File: src/rtl/utopia_mphy_rx.sv
// Multi-PHY UTOPIA receive engine: round-robin PHY polling, 53-byte cell assembly, valid/ready output.
// Optional header check enabled by defining UTOPIA_RX_HEC_CHECK_EN.
module utopia_mphy_rx #(
    parameter int IF_WIDTH = 8,
    parameter int NUM_PHY  = 4,
    parameter int PHY_W    = ($clog2(NUM_PHY) > 0) ? $clog2(NUM_PHY) : 1
) (
    input  logic               clk_in,
    input  logic               reset,
    input  logic [NUM_PHY-1:0] phy_clav,
    output logic [NUM_PHY-1:0] phy_en,
    input  logic [IF_WIDTH-1:0] rx_data,
    input  logic               rx_soc,
    output logic [423:0]       cell_data,
    output logic [PHY_W-1:0]   cell_phy,
    output logic               cell_valid,
    input  logic               cell_ready,
    output logic [15:0]        runt_cnt,
    output logic [15:0]        hec_err_cnt
);

    localparam int WORDS = (IF_WIDTH == 16) ? 27 : 53;

    generate
        if (IF_WIDTH != 8 && IF_WIDTH != 16) begin : g_bad_width
            $fatal(1, "utopia_mphy_rx: IF_WIDTH must be 8 or 16");
        end
        if (NUM_PHY < 1 || NUM_PHY > 8) begin : g_bad_phy
            $fatal(1, "utopia_mphy_rx: NUM_PHY must be 1..8");
        end
    endgenerate

    typedef enum logic [1:0] {
        ST_POLL,
        ST_READ,
        ST_DONE,
        ST_WAIT
    } state_t;

    state_t             state_reg, state_next;
    logic [PHY_W-1:0]   ptr_reg;
    logic [PHY_W-1:0]   sel_reg;
    logic [5:0]         wcnt_reg, wcnt_next;
    logic [423:0]       asm_reg;
    logic [423:0]       asm_in;
    logic [423:0]       cell_data_reg;
    logic [PHY_W-1:0]   cell_phy_reg;
    logic               cell_valid_reg;
    logic [15:0]        runt_cnt_reg;

    logic               capture, hunt, soc_restart, last_word;
    logic               out_free, load, hec_bad;
    logic               pick_found;
    logic [PHY_W-1:0]   pick_idx;
    logic [PHY_W-1:0]   cand_idx [NUM_PHY];
    logic [NUM_PHY-1:0] cand_hit;

    // Candidate gi is the (gi+1)-th PHY after the pointer, wrapped modulo NUM_PHY.
    genvar gi;
    generate
        for (gi = 0; gi < NUM_PHY; gi++) begin : g_rr
            logic [PHY_W:0] sum;
            assign sum          = {1'b0, ptr_reg} + (PHY_W+1)'(gi + 1);
            assign cand_idx[gi] = (sum >= (PHY_W+1)'(NUM_PHY)) ?
                                  PHY_W'(sum - (PHY_W+1)'(NUM_PHY)) : sum[PHY_W-1:0];
            assign cand_hit[gi] = phy_clav[cand_idx[gi]];
            assign phy_en[gi]   = (state_reg == ST_READ) && (sel_reg == PHY_W'(gi));
        end
    endgenerate

    always_comb begin
        pick_found = |cand_hit;
        pick_idx   = '0;
        for (int i = NUM_PHY - 1; i >= 0; i--) begin
            if (cand_hit[i]) pick_idx = cand_idx[i];
        end
    end

    assign capture     = (state_reg == ST_READ);
    assign hunt        = capture && !rx_soc && (wcnt_reg == 6'd0);
    assign soc_restart = capture && rx_soc && (wcnt_reg != 6'd0);
    assign last_word   = capture && !hunt && !soc_restart && (wcnt_reg == 6'(WORDS - 1));

    // On the 16-bit bus word 2 is {HEC,UDF}; only the HEC byte is kept.
    generate
        if (IF_WIDTH == 16) begin : g_w16
            logic [423:0] shift_word, shift_hec;
            assign shift_word = {asm_reg[407:0], rx_data};
            assign shift_hec  = {asm_reg[415:0], rx_data[15:8]};
            assign asm_in     = (wcnt_reg == 6'd2 && !rx_soc) ? shift_hec : shift_word;
        end else begin : g_w8
            assign asm_in = {asm_reg[415:0], rx_data};
        end
    endgenerate

    always_comb begin
        wcnt_next = wcnt_reg + 6'd1;
        if (hunt || last_word) wcnt_next = 6'd0;
        else if (soc_restart)  wcnt_next = 6'd1;
    end

`ifdef UTOPIA_RX_HEC_CHECK_EN
    function automatic logic [7:0] crc8_hdr(input logic [31:0] hdr);
        logic [7:0] c;
        c = 8'h00;
        for (int i = 31; i >= 0; i--) begin
            if (c[7] ^ hdr[i]) c = {c[6:0], 1'b0} ^ 8'h07;
            else               c = {c[6:0], 1'b0};
        end
        return c;
    endfunction

    logic [15:0] hec_err_cnt_reg;
    assign hec_bad     = (crc8_hdr(asm_reg[423:392]) ^ 8'h55) != asm_reg[391:384];
    assign hec_err_cnt = hec_err_cnt_reg;

    always_ff @(posedge clk_in) begin
        if (reset) begin
            hec_err_cnt_reg <= '0;
        end else if (state_reg == ST_DONE && hec_bad && hec_err_cnt_reg != 16'hFFFF) begin
            hec_err_cnt_reg <= hec_err_cnt_reg + 16'd1;
        end
    end
`else
    assign hec_bad     = 1'b0;
    assign hec_err_cnt = '0;
`endif

    assign out_free = !cell_valid_reg || cell_ready;

    always_comb begin
        state_next = state_reg;
        load       = 1'b0;
        case (state_reg)
            ST_POLL: if (pick_found) state_next = ST_READ;
            ST_READ: if (last_word)  state_next = ST_DONE;
            ST_DONE: begin
                if (hec_bad) begin
                    state_next = ST_POLL;
                end else if (out_free) begin
                    load       = 1'b1;
                    state_next = ST_POLL;
                end else begin
                    state_next = ST_WAIT;
                end
            end
            ST_WAIT: begin
                if (out_free) begin
                    load       = 1'b1;
                    state_next = ST_POLL;
                end
            end
            default: state_next = ST_POLL;
        endcase
    end

    always_ff @(posedge clk_in) begin
        if (reset) begin
            state_reg      <= ST_POLL;
            ptr_reg        <= PHY_W'(NUM_PHY - 1);
            sel_reg        <= '0;
            wcnt_reg       <= '0;
            cell_data_reg  <= '0;
            cell_phy_reg   <= '0;
            cell_valid_reg <= 1'b0;
            runt_cnt_reg   <= '0;
        end else begin
            state_reg <= state_next;
            if (state_reg == ST_POLL && pick_found) begin
                sel_reg <= pick_idx;
                ptr_reg <= pick_idx;
            end
            if (capture) wcnt_reg <= wcnt_next;
            if (soc_restart && runt_cnt_reg != 16'hFFFF) runt_cnt_reg <= runt_cnt_reg + 16'd1;
            if (load) begin
                cell_data_reg  <= asm_reg;
                cell_phy_reg   <= sel_reg;
                cell_valid_reg <= 1'b1;
            end else if (cell_ready) begin
                cell_valid_reg <= 1'b0;
            end
        end
    end

    // Assembly buffer needs no reset: every delivered cell fully overwrites it.
    always_ff @(posedge clk_in) begin
        if (capture && !hunt) asm_reg <= asm_in;
    end

    assign cell_data  = cell_data_reg;
    assign cell_phy   = cell_phy_reg;
    assign cell_valid = cell_valid_reg;
    assign runt_cnt   = runt_cnt_reg;

endmodule
File: config.mk
export PLATFORM = sky130hd
export DESIGN_NAME = utopia_mphy_rx
export DESIGN_NICKNAME = d
export VERILOG_FILES = /design/src/rtl/utopia_mphy_rx.sv
export SDC_FILE = /design/constraint.sdc
export NUM_CORES = 1
export LEC_CHECK = 0
export ABC_AREA = 1
export ABC_CLOCK_PERIOD_IN_PS = 31400
export CORE_MARGIN = 8
export CORE_UTILIZATION = 53
export DETAILED_ROUTE_END_ITERATION = 10
export PLACE_DENSITY = 0.86
export REMOVE_ABC_BUFFERS = 1
export SYNTH_ARGS = -nofsm -noshare
export SYNTH_HDL_FRONTEND = slang
export SYNTH_SLANG_ARGS = --single-unit
File: constraint.sdc
create_clock -name clk_in -period 31.4 [get_ports clk_in]
set_input_delay 3.14 -clock clk_in [delete_from_list [all_inputs] [get_ports clk_in]]
set_output_delay 3.14 -clock clk_in [all_outputs]
set_load 0.005 [all_outputs]
==> flow_results.xml, run 1 <==
<?xml version="1.0" encoding="UTF-8"?>
<metrics>
  <group name="outcome">
    <metric name="status" unit="">completed</metric>
  </group>
  <group name="routing">
    <metric name="post_drt_wl_per_cell" unit="microns">19.2</metric>
    <metric name="drc" unit="">0</metric>
    <metric name="ant_nets" unit="">0</metric>
    <metric name="vias_per_cell" unit="">5.43</metric>
    <metric name="drt_first_pass_iters" unit="">6</metric>
    <metric name="first_iter_violations" unit="">1961</metric>
    <metric name="finalWirelength" unit="microns">71900</metric>
    <metric name="via_count" unit="">20400</metric>
  </group>
  <group name="power">
    <metric name="pwr_density_cell" unit="nW/um^2">65.0</metric>
    <metric name="combinational_group_share_of_total_power" unit="">0.022</metric>
    <metric name="total_chip_power" unit="mW">2.40</metric>
    <metric name="clock_network_fraction_of_total_power" unit="">0.438</metric>
    <metric name="p_seq_frac" unit="">0.540</metric>
    <metric name="power_switching" unit="mW">0.504</metric>
    <metric name="worst_ir_drop_vdd" unit="V">0.0000613</metric>
    <metric name="p_int" unit="mW">1.90</metric>
    <metric name="total_leakage_power" unit="nW">14.2</metric>
    <metric name="sw_frac_of_total" unit="">0.210</metric>
  </group>
  <group name="sta">
    <metric name="clock.fmax" unit="MHz">152</metric>
    <metric name="tns" unit="ns">0</metric>
    <metric name="final-max-slew-violation-count" unit="">0</metric>
    <metric name="tightestPinTransition" unit="ns">1.22</metric>
    <metric name="fin_hold_ws" unit="ns">0.440</metric>
    <metric name="worst_clock_skew" unit="ns">0.0247</metric>
    <metric name="finalWorstPathRequiredPeriod" unit="ns">6.59</metric>
    <metric name="timing_hold_violations_final" unit="">0</metric>
    <metric name="rsz0062_at_grt" unit="">no</metric>
    <metric name="fin_crit_sh" unit="">0.210</metric>
    <metric name="final_setup_violations" unit="">0</metric>
    <metric name="slew-limit-headroom" unit="">0.188</metric>
  </group>
  <group name="global_routing">
    <metric name="via_count_of_the_first_global_routing_pass" unit="">20500</metric>
    <metric name="grt_first_pass_wirelength" unit="microns">113000</metric>
    <metric name="maximum_number_of_pins_on_one_net_before_global_route_repair" unit="">190</metric>
    <metric name="antenna_violations_before_repair" unit="">3</metric>
    <metric name="grt_util_all_layers" unit="">0.220</metric>
    <metric name="grt.overflow.total" unit="">0</metric>
  </group>
  <group name="synth">
    <metric name="synthesis_stage_register_bit_count" unit="">879</metric>
    <metric name="synthDistinctLibCells" unit="">31</metric>
    <metric name="synth_cells" unit="">2561</metric>
    <metric name="postSynthAreaPerCell" unit="sq um">11.3</metric>
    <metric name="ys_warn_count" unit="">0</metric>
    <metric name="synthesis.area" unit="sq um">29100</metric>
    <metric name="ys_seq_area_frac" unit="">0.752</metric>
  </group>
  <group name="floorplanning">
    <metric name="initial_utilization" unit="">0.532</metric>
    <metric name="fp.dieArea" unit="sq um">62600</metric>
    <metric name="floorplan_die_width" unit="microns">250</metric>
    <metric name="die_height" unit="microns">250</metric>
    <metric name="coreArea" unit="sq um">54700</metric>
    <metric name="placementRows" unit="">86</metric>
    <metric name="number_of_i_o_pins" unit="">479</metric>
  </group>
  <group name="clocking">
    <metric name="cts_buffer_depth" unit="">3</metric>
    <metric name="clock_sink_count" unit="">879</metric>
    <metric name="post_cts_buffers" unit="">0</metric>
    <metric name="htree_num_levels" unit="">3</metric>
    <metric name="clkSlewWorstSetupHoldPaths" unit="ns">0.07</metric>
    <metric name="cts_resized" unit="">0</metric>
    <metric name="numCtsBuffers" unit="">84</metric>
    <metric name="clock_tree.root_cell" unit="">clkbuf_16</metric>
    <metric name="tritoncts_clock_tree" unit="">built</metric>
    <metric name="clock_insertion_delay_worst_skew" unit="ns">0.61</metric>
    <metric name="cts.hold.buffers_added" unit="">0</metric>
  </group>
  <group name="setup_path">
    <metric name="cp.arrival" unit="ns">7.13</metric>
    <metric name="worst-path-max-fanout" unit="">182</metric>
    <metric name="critical_path_class" unit="">in -&gt; reg</metric>
    <metric name="cp_data_required_time" unit="ns">31.94</metric>
    <metric name="crit_path_start_kind" unit="">primary input</metric>
    <metric name="worst_setup_path_end_kind" unit="">register</metric>
  </group>
  <group name="placed_design">
    <metric name="detailed_place_hpwl" unit="microns">42900</metric>
    <metric name="place_congestion" unit="">0.848</metric>
    <metric name="io_buffer_count" unit="">462</metric>
    <metric name="post_dp_cell_area" unit="sq um">34000</metric>
  </group>
  <group name="flow_run">
    <metric name="max_cap_violations" unit="">0</metric>
  </group>
  <group name="hold_path">
    <metric name="holdCritPathClass" unit="">reg -&gt; reg</metric>
  </group>
  <group name="cells_and_area">
    <metric name="fraction_of_layout_cells_with_a_size_suffix_above_1" unit="">0.0548</metric>
    <metric name="postLayoutCellArea" unit="sq um">36900</metric>
    <metric name="nets" unit="">2994</metric>
    <metric name="area_growth_from_synthesis_to_layout" unit="%">27.1</metric>
  </group>
</metrics>
[stage by stage]
step                std cells  utilization  setup WS (ns)
global placement         3593        0.622          24.53
CTS                      3750        0.676          25.01
detailed placement       3593        0.622          24.40
finish                   3752        0.676          24.81
global route             3752        0.676          24.60
floorplan                2413            -           6.43
[worst max-delay path: stages]
cell,delay [ns]
clkdlybuf4s50_1,0.41
buf_4,0.24
inv_8,0.48
buf_4,0.93
buf_4,0.92
o21ai_0,0.35
nor2_1,0.16
[cells in the final DEF, fill, tap and decap left out, types with 19 or more instances in the layout]
cell type	count
nor2_1	872
clkdlybuf4s50_1	462
dfxtp_1	455
o21ai_0	429
edfxtp_1	424
nand2_1	88
clkbuf_16	88
inv_1	28
a21oi_1	27
nand3_1	19
[layer usage]
metal / vias up / track usage / part of all wire
met2: 974 / 0.372 / 0.50
met3: 126 / 0.0697 / 0.10
met5: - / 0 / 0
met4: 0 / 0.0713 / 0.024
met1: 9903 / 0.268 / 0.38
li1: 9361 / - / -
[worst paths after layout]
path / start / endpoint / slack (ns) / cells past startpoint
worst min-delay path: asm_reg[166] / asm_reg[174] / 0.44 / 0
worst max-delay path: reset / cell_data[193] / 24.81 / 7
worst min register to register: asm_reg[166] / asm_reg[174] / 0.44 / 0
worst max register to register: wcnt_reg[0] / asm_reg[293] / 27.16 / 8
[layout make-up]
| cell class | instances | area (sq um) |
|---|---|---|
| antenna | 2 | 5.00 |
| clock buffer | 114 | 2420 |
| clock inverter | 43 | 498 |
| fill | 3534 | 17700 |
| inverter | 35 | 146 |
| multi-input combinational | 1499 | 6410 |
| sequential | 879 | 21800 |
| tap | 704 | 881 |
| timing repair buffer | 476 | 4740 |
[cell usage after synthesis (all sizes together)]
| cell type | number | area [sq um] |
|---|---|---|
| nand4 | 5 | 31.3 |
| conb | 1 | 3.75 |
| xnor2 | 3 | 26.3 |
| nand2 | 91 | 349 |
| o21ai | 433 | 2170 |
| clkbuf | 100 | 377 |
| edfxtp | 424 | 12700 |
| and2 | 1 | 6.26 |
| nor3 | 10 | 50.1 |
| nand3 | 19 | 95.1 |
| inv | 35 | 131 |
| dfxtp | 455 | 9110 |
| o211a | 1 | 10.0 |
| nor2 | 875 | 3300 |
| o211ai | 1 | 7.51 |
| a21oi | 28 | 140 |
| or2 | 2 | 12.5 |
| buf | 63 | 367 |
| xor2 | 11 | 96.3 |
| ha | 3 | 37.5 |
[kinds of logic after synthesis]
kind of cell    after synthesis  synth area share
compound gates              463            0.0801
xor+xnor                     14           0.00422
fa+ha+maj                     3           0.00129
buf+inv                     198            0.0301
flops                       879             0.752
other cells                   1          0.000129
simple gates               1003             0.132
[power groups by stage]
stage               clock (mW)  combinational (mW)  sequential, mW
floorplan                    0              0.0333            1.35
global placement             0              0.0486            1.32
detailed placement           0              0.0522            1.32
CTS                       1.07              0.0524            1.30
global route              1.11              0.0584            1.30
finish                    1.05              0.0531            1.30
No activity file was read; power rests on OpenSTA's default activity.
==> run 2: changes to the inputs <==
Settings changed: ABC_CLOCK_PERIOD_IN_PS 31400 to 6600.
Clock period 31.4 ns to 6.6 ns, I/O delays scaled along.
==> run 2 against run 1 <==
Against the previous run:
- total power rose to 4.7 times the previous value
- clock power increased to 4.7 times the previous value
- count of clock-buffer cells in the layout increased by 12
- global-route usage up 0.24 points
- first-iteration DRC count grew 0.25%
- largest cell class unchanged
==> flow_results.xml, run 2 (synthesis results as in run 1) <==
<?xml version="1.0" encoding="UTF-8"?>
<metrics>
  <group name="sta">
    <metric name="timing_hold_violations_final" unit="">0</metric>
    <metric name="clock.fmax" unit="MHz">291</metric>
    <metric name="fin_crit_sh" unit="">0.520</metric>
    <metric name="rsz0062_at_grt" unit="">no</metric>
    <metric name="worst_clock_skew" unit="ns">0.0191</metric>
    <metric name="fin_hold_ws" unit="ns">0.444</metric>
    <metric name="final-max-slew-violation-count" unit="">0</metric>
    <metric name="final_setup_violations" unit="">0</metric>
    <metric name="slew-limit-headroom" unit="">0.188</metric>
    <metric name="tightestPinTransition" unit="ns">1.22</metric>
    <metric name="finalWorstPathRequiredPeriod" unit="ns">3.43</metric>
  </group>
  <group name="power">
    <metric name="worst_ir_drop_vdd" unit="V">0.000199</metric>
    <metric name="total_chip_power" unit="mW">11.4</metric>
    <metric name="total_leakage_power" unit="nW">14.1</metric>
    <metric name="pwr_density_cell" unit="nW/um^2">309</metric>
  </group>
  <group name="global_routing">
    <metric name="maximum_number_of_pins_on_one_net_before_global_route_repair" unit="">208</metric>
    <metric name="antenna_violations_before_repair" unit="">0</metric>
    <metric name="via_count_of_the_first_global_routing_pass" unit="">20500</metric>
    <metric name="grt_util_all_layers" unit="">0.223</metric>
    <metric name="grt.overflow.total" unit="">0</metric>
    <metric name="grt_first_pass_wirelength" unit="microns">114000</metric>
  </group>
  <group name="floorplanning">
    <metric name="initial_utilization" unit="">0.532</metric>
    <metric name="floorplan_die_width" unit="microns">250</metric>
    <metric name="coreArea" unit="sq um">54700</metric>
    <metric name="placementRows" unit="">86</metric>
    <metric name="fp.dieArea" unit="sq um">62600</metric>
    <metric name="die_height" unit="microns">250</metric>
    <metric name="number_of_i_o_pins" unit="">479</metric>
  </group>
  <group name="placed_design">
    <metric name="numPlacedInstances" unit="">3593</metric>
    <metric name="io_buffer_count" unit="">462</metric>
    <metric name="detailed_place_hpwl" unit="microns">43700</metric>
    <metric name="place_congestion" unit="">0.850</metric>
  </group>
  <group name="routing">
    <metric name="finalWirelength" unit="microns">72500</metric>
    <metric name="drc" unit="">0</metric>
    <metric name="post_drt_wl_per_cell" unit="microns">19.3</metric>
    <metric name="via_count" unit="">20400</metric>
    <metric name="ant_nets" unit="">0</metric>
    <metric name="vias_per_cell" unit="">5.43</metric>
    <metric name="first_iter_violations" unit="">1966</metric>
    <metric name="drt_first_pass_iters" unit="">5</metric>
  </group>
  <group name="setup_path">
    <metric name="worst-path-max-fanout" unit="">107</metric>
    <metric name="critical_path.most_common_cell" unit="">buf_4</metric>
    <metric name="cp_slowest_stage_delay" unit="ns">0.81</metric>
    <metric name="worst_setup_path_end_kind" unit="">register</metric>
    <metric name="crit_path_start_kind" unit="">primary input</metric>
    <metric name="cp.arrival" unit="ns">3.96</metric>
    <metric name="timing.critical_path.slowest_stage_cell" unit="">buf_4</metric>
    <metric name="critical_path_class" unit="">in -&gt; reg</metric>
    <metric name="crit_chain" unit="">clkdlybuf4s50_1, nor2_2, nor2_4, buf_4, buf_4, buf_4, o21ai_0, nor2_1</metric>
    <metric name="cp_data_required_time" unit="ns">7.13</metric>
  </group>
  <group name="clocking">
    <metric name="cts.hold.buffers_added" unit="">0</metric>
    <metric name="clock_sink_count" unit="">879</metric>
    <metric name="clkSlewWorstSetupHoldPaths" unit="ns">0.06</metric>
    <metric name="clock_tree.root_cell" unit="">clkbuf_16</metric>
    <metric name="htree_num_levels" unit="">3</metric>
    <metric name="cts_buffer_depth" unit="">3</metric>
    <metric name="clock_insertion_delay_worst_skew" unit="ns">0.62</metric>
    <metric name="cts_resized" unit="">0</metric>
    <metric name="post_cts_buffers" unit="">0</metric>
    <metric name="tritoncts_clock_tree" unit="">built</metric>
    <metric name="numCtsBuffers" unit="">84</metric>
  </group>
  <group name="cells_and_area">
    <metric name="finish.cell_count_without_fillers" unit="">3750</metric>
    <metric name="area_growth_from_synthesis_to_layout" unit="%">27.0</metric>
    <metric name="area.sequential" unit="sq um">21800</metric>
    <metric name="finish.utilization" unit="">0.675</metric>
    <metric name="nFillCells" unit="">3566</metric>
    <metric name="fraction_of_layout_cells_with_a_size_suffix_above_1" unit="">0.0489</metric>
    <metric name="antenna_cells_inserted" unit="">0</metric>
    <metric name="nets" unit="">2994</metric>
    <metric name="final_cell_mix" unit="">nor2_1, clkdlybuf4s50_1, dfxtp_1, o21ai_0, edfxtp_1</metric>
    <metric name="multi_input_area" unit="sq um">6410</metric>
    <metric name="layout_commonest_cell" unit="">nor2_1</metric>
  </group>
  <group name="hold_path">
    <metric name="holdCritPathClass" unit="">reg -&gt; reg</metric>
  </group>
  <group name="flow_run">
    <metric name="max_cap_violations" unit="">0</metric>
  </group>
  <group name="outcome">
    <metric name="status" unit="">completed</metric>
  </group>
</metrics>
==> run 2: final timing paths <==
check               startpoint             end  slack (ns)  depth (start not counted)
setup / recovery    cell_ready  cell_data[363]        3.17                          8
hold / removal    asm_reg[209]    asm_reg[217]        0.44                          0
setup reg to reg  state_reg[1]  cell_data[363]        3.20                          7
hold reg to reg   asm_reg[209]    asm_reg[217]        0.44                          0
==> run 2: worst max-delay path: cells and delay by family <==
kind | cells | cell delay (ns)
and+or+nand+nor | 3 | 0.42
AOI/OAI and AO/OA | 1 | 0.24
buffers and inverters | 4 | 2.48
==> run 2: layout make-up <==
type | count | area share
Inverter | 35 | 0.00397
Sequential cell | 879 | 0.592
Timing Repair Buffer | 476 | 0.129
Clock buffer | 126 | 0.0645
Tap cell | 704 | 0.0239
Clock inverter | 31 | 0.0129
Multi-Input combinational cell | 1499 | 0.174
==> run 2: layer usage <==
layer | wire, microns | up-vias | GRT usage
met5 | 0 | - | 0
met4 | 1490 | 0 | 0.0637
met3 | 7350 | 131 | 0.0699
met2 | 36200 | 951 | 0.376
met1 | 27500 | 9916 | 0.274
li1 | - | 9370 | -
==> run 2: per-stage QoR <==
stage	cell area [sq um]	setup WS [ns]	setup TNS, ns
after floorplan	28400	-15.96	-8061.14
after global placement	34100	2.88	0
after detailed placement	34100	2.68	0
after CTS	36900	3.28	0
after global routing	36900	2.91	0
final	36900	3.17	0
==> run 2: power breakdown <==
| group | internal (mW) | leakage (nW) | switching (mW) | total [mW] |
|---|---|---|---|---|
| Clock | 2.92 | 1.39 | 2.05 | 4.97 |
| Sequential | 6.04 | 7.67 | 0.136 | 6.17 |
| Combinational | 0.0514 | 5.07 | 0.204 | 0.255 |
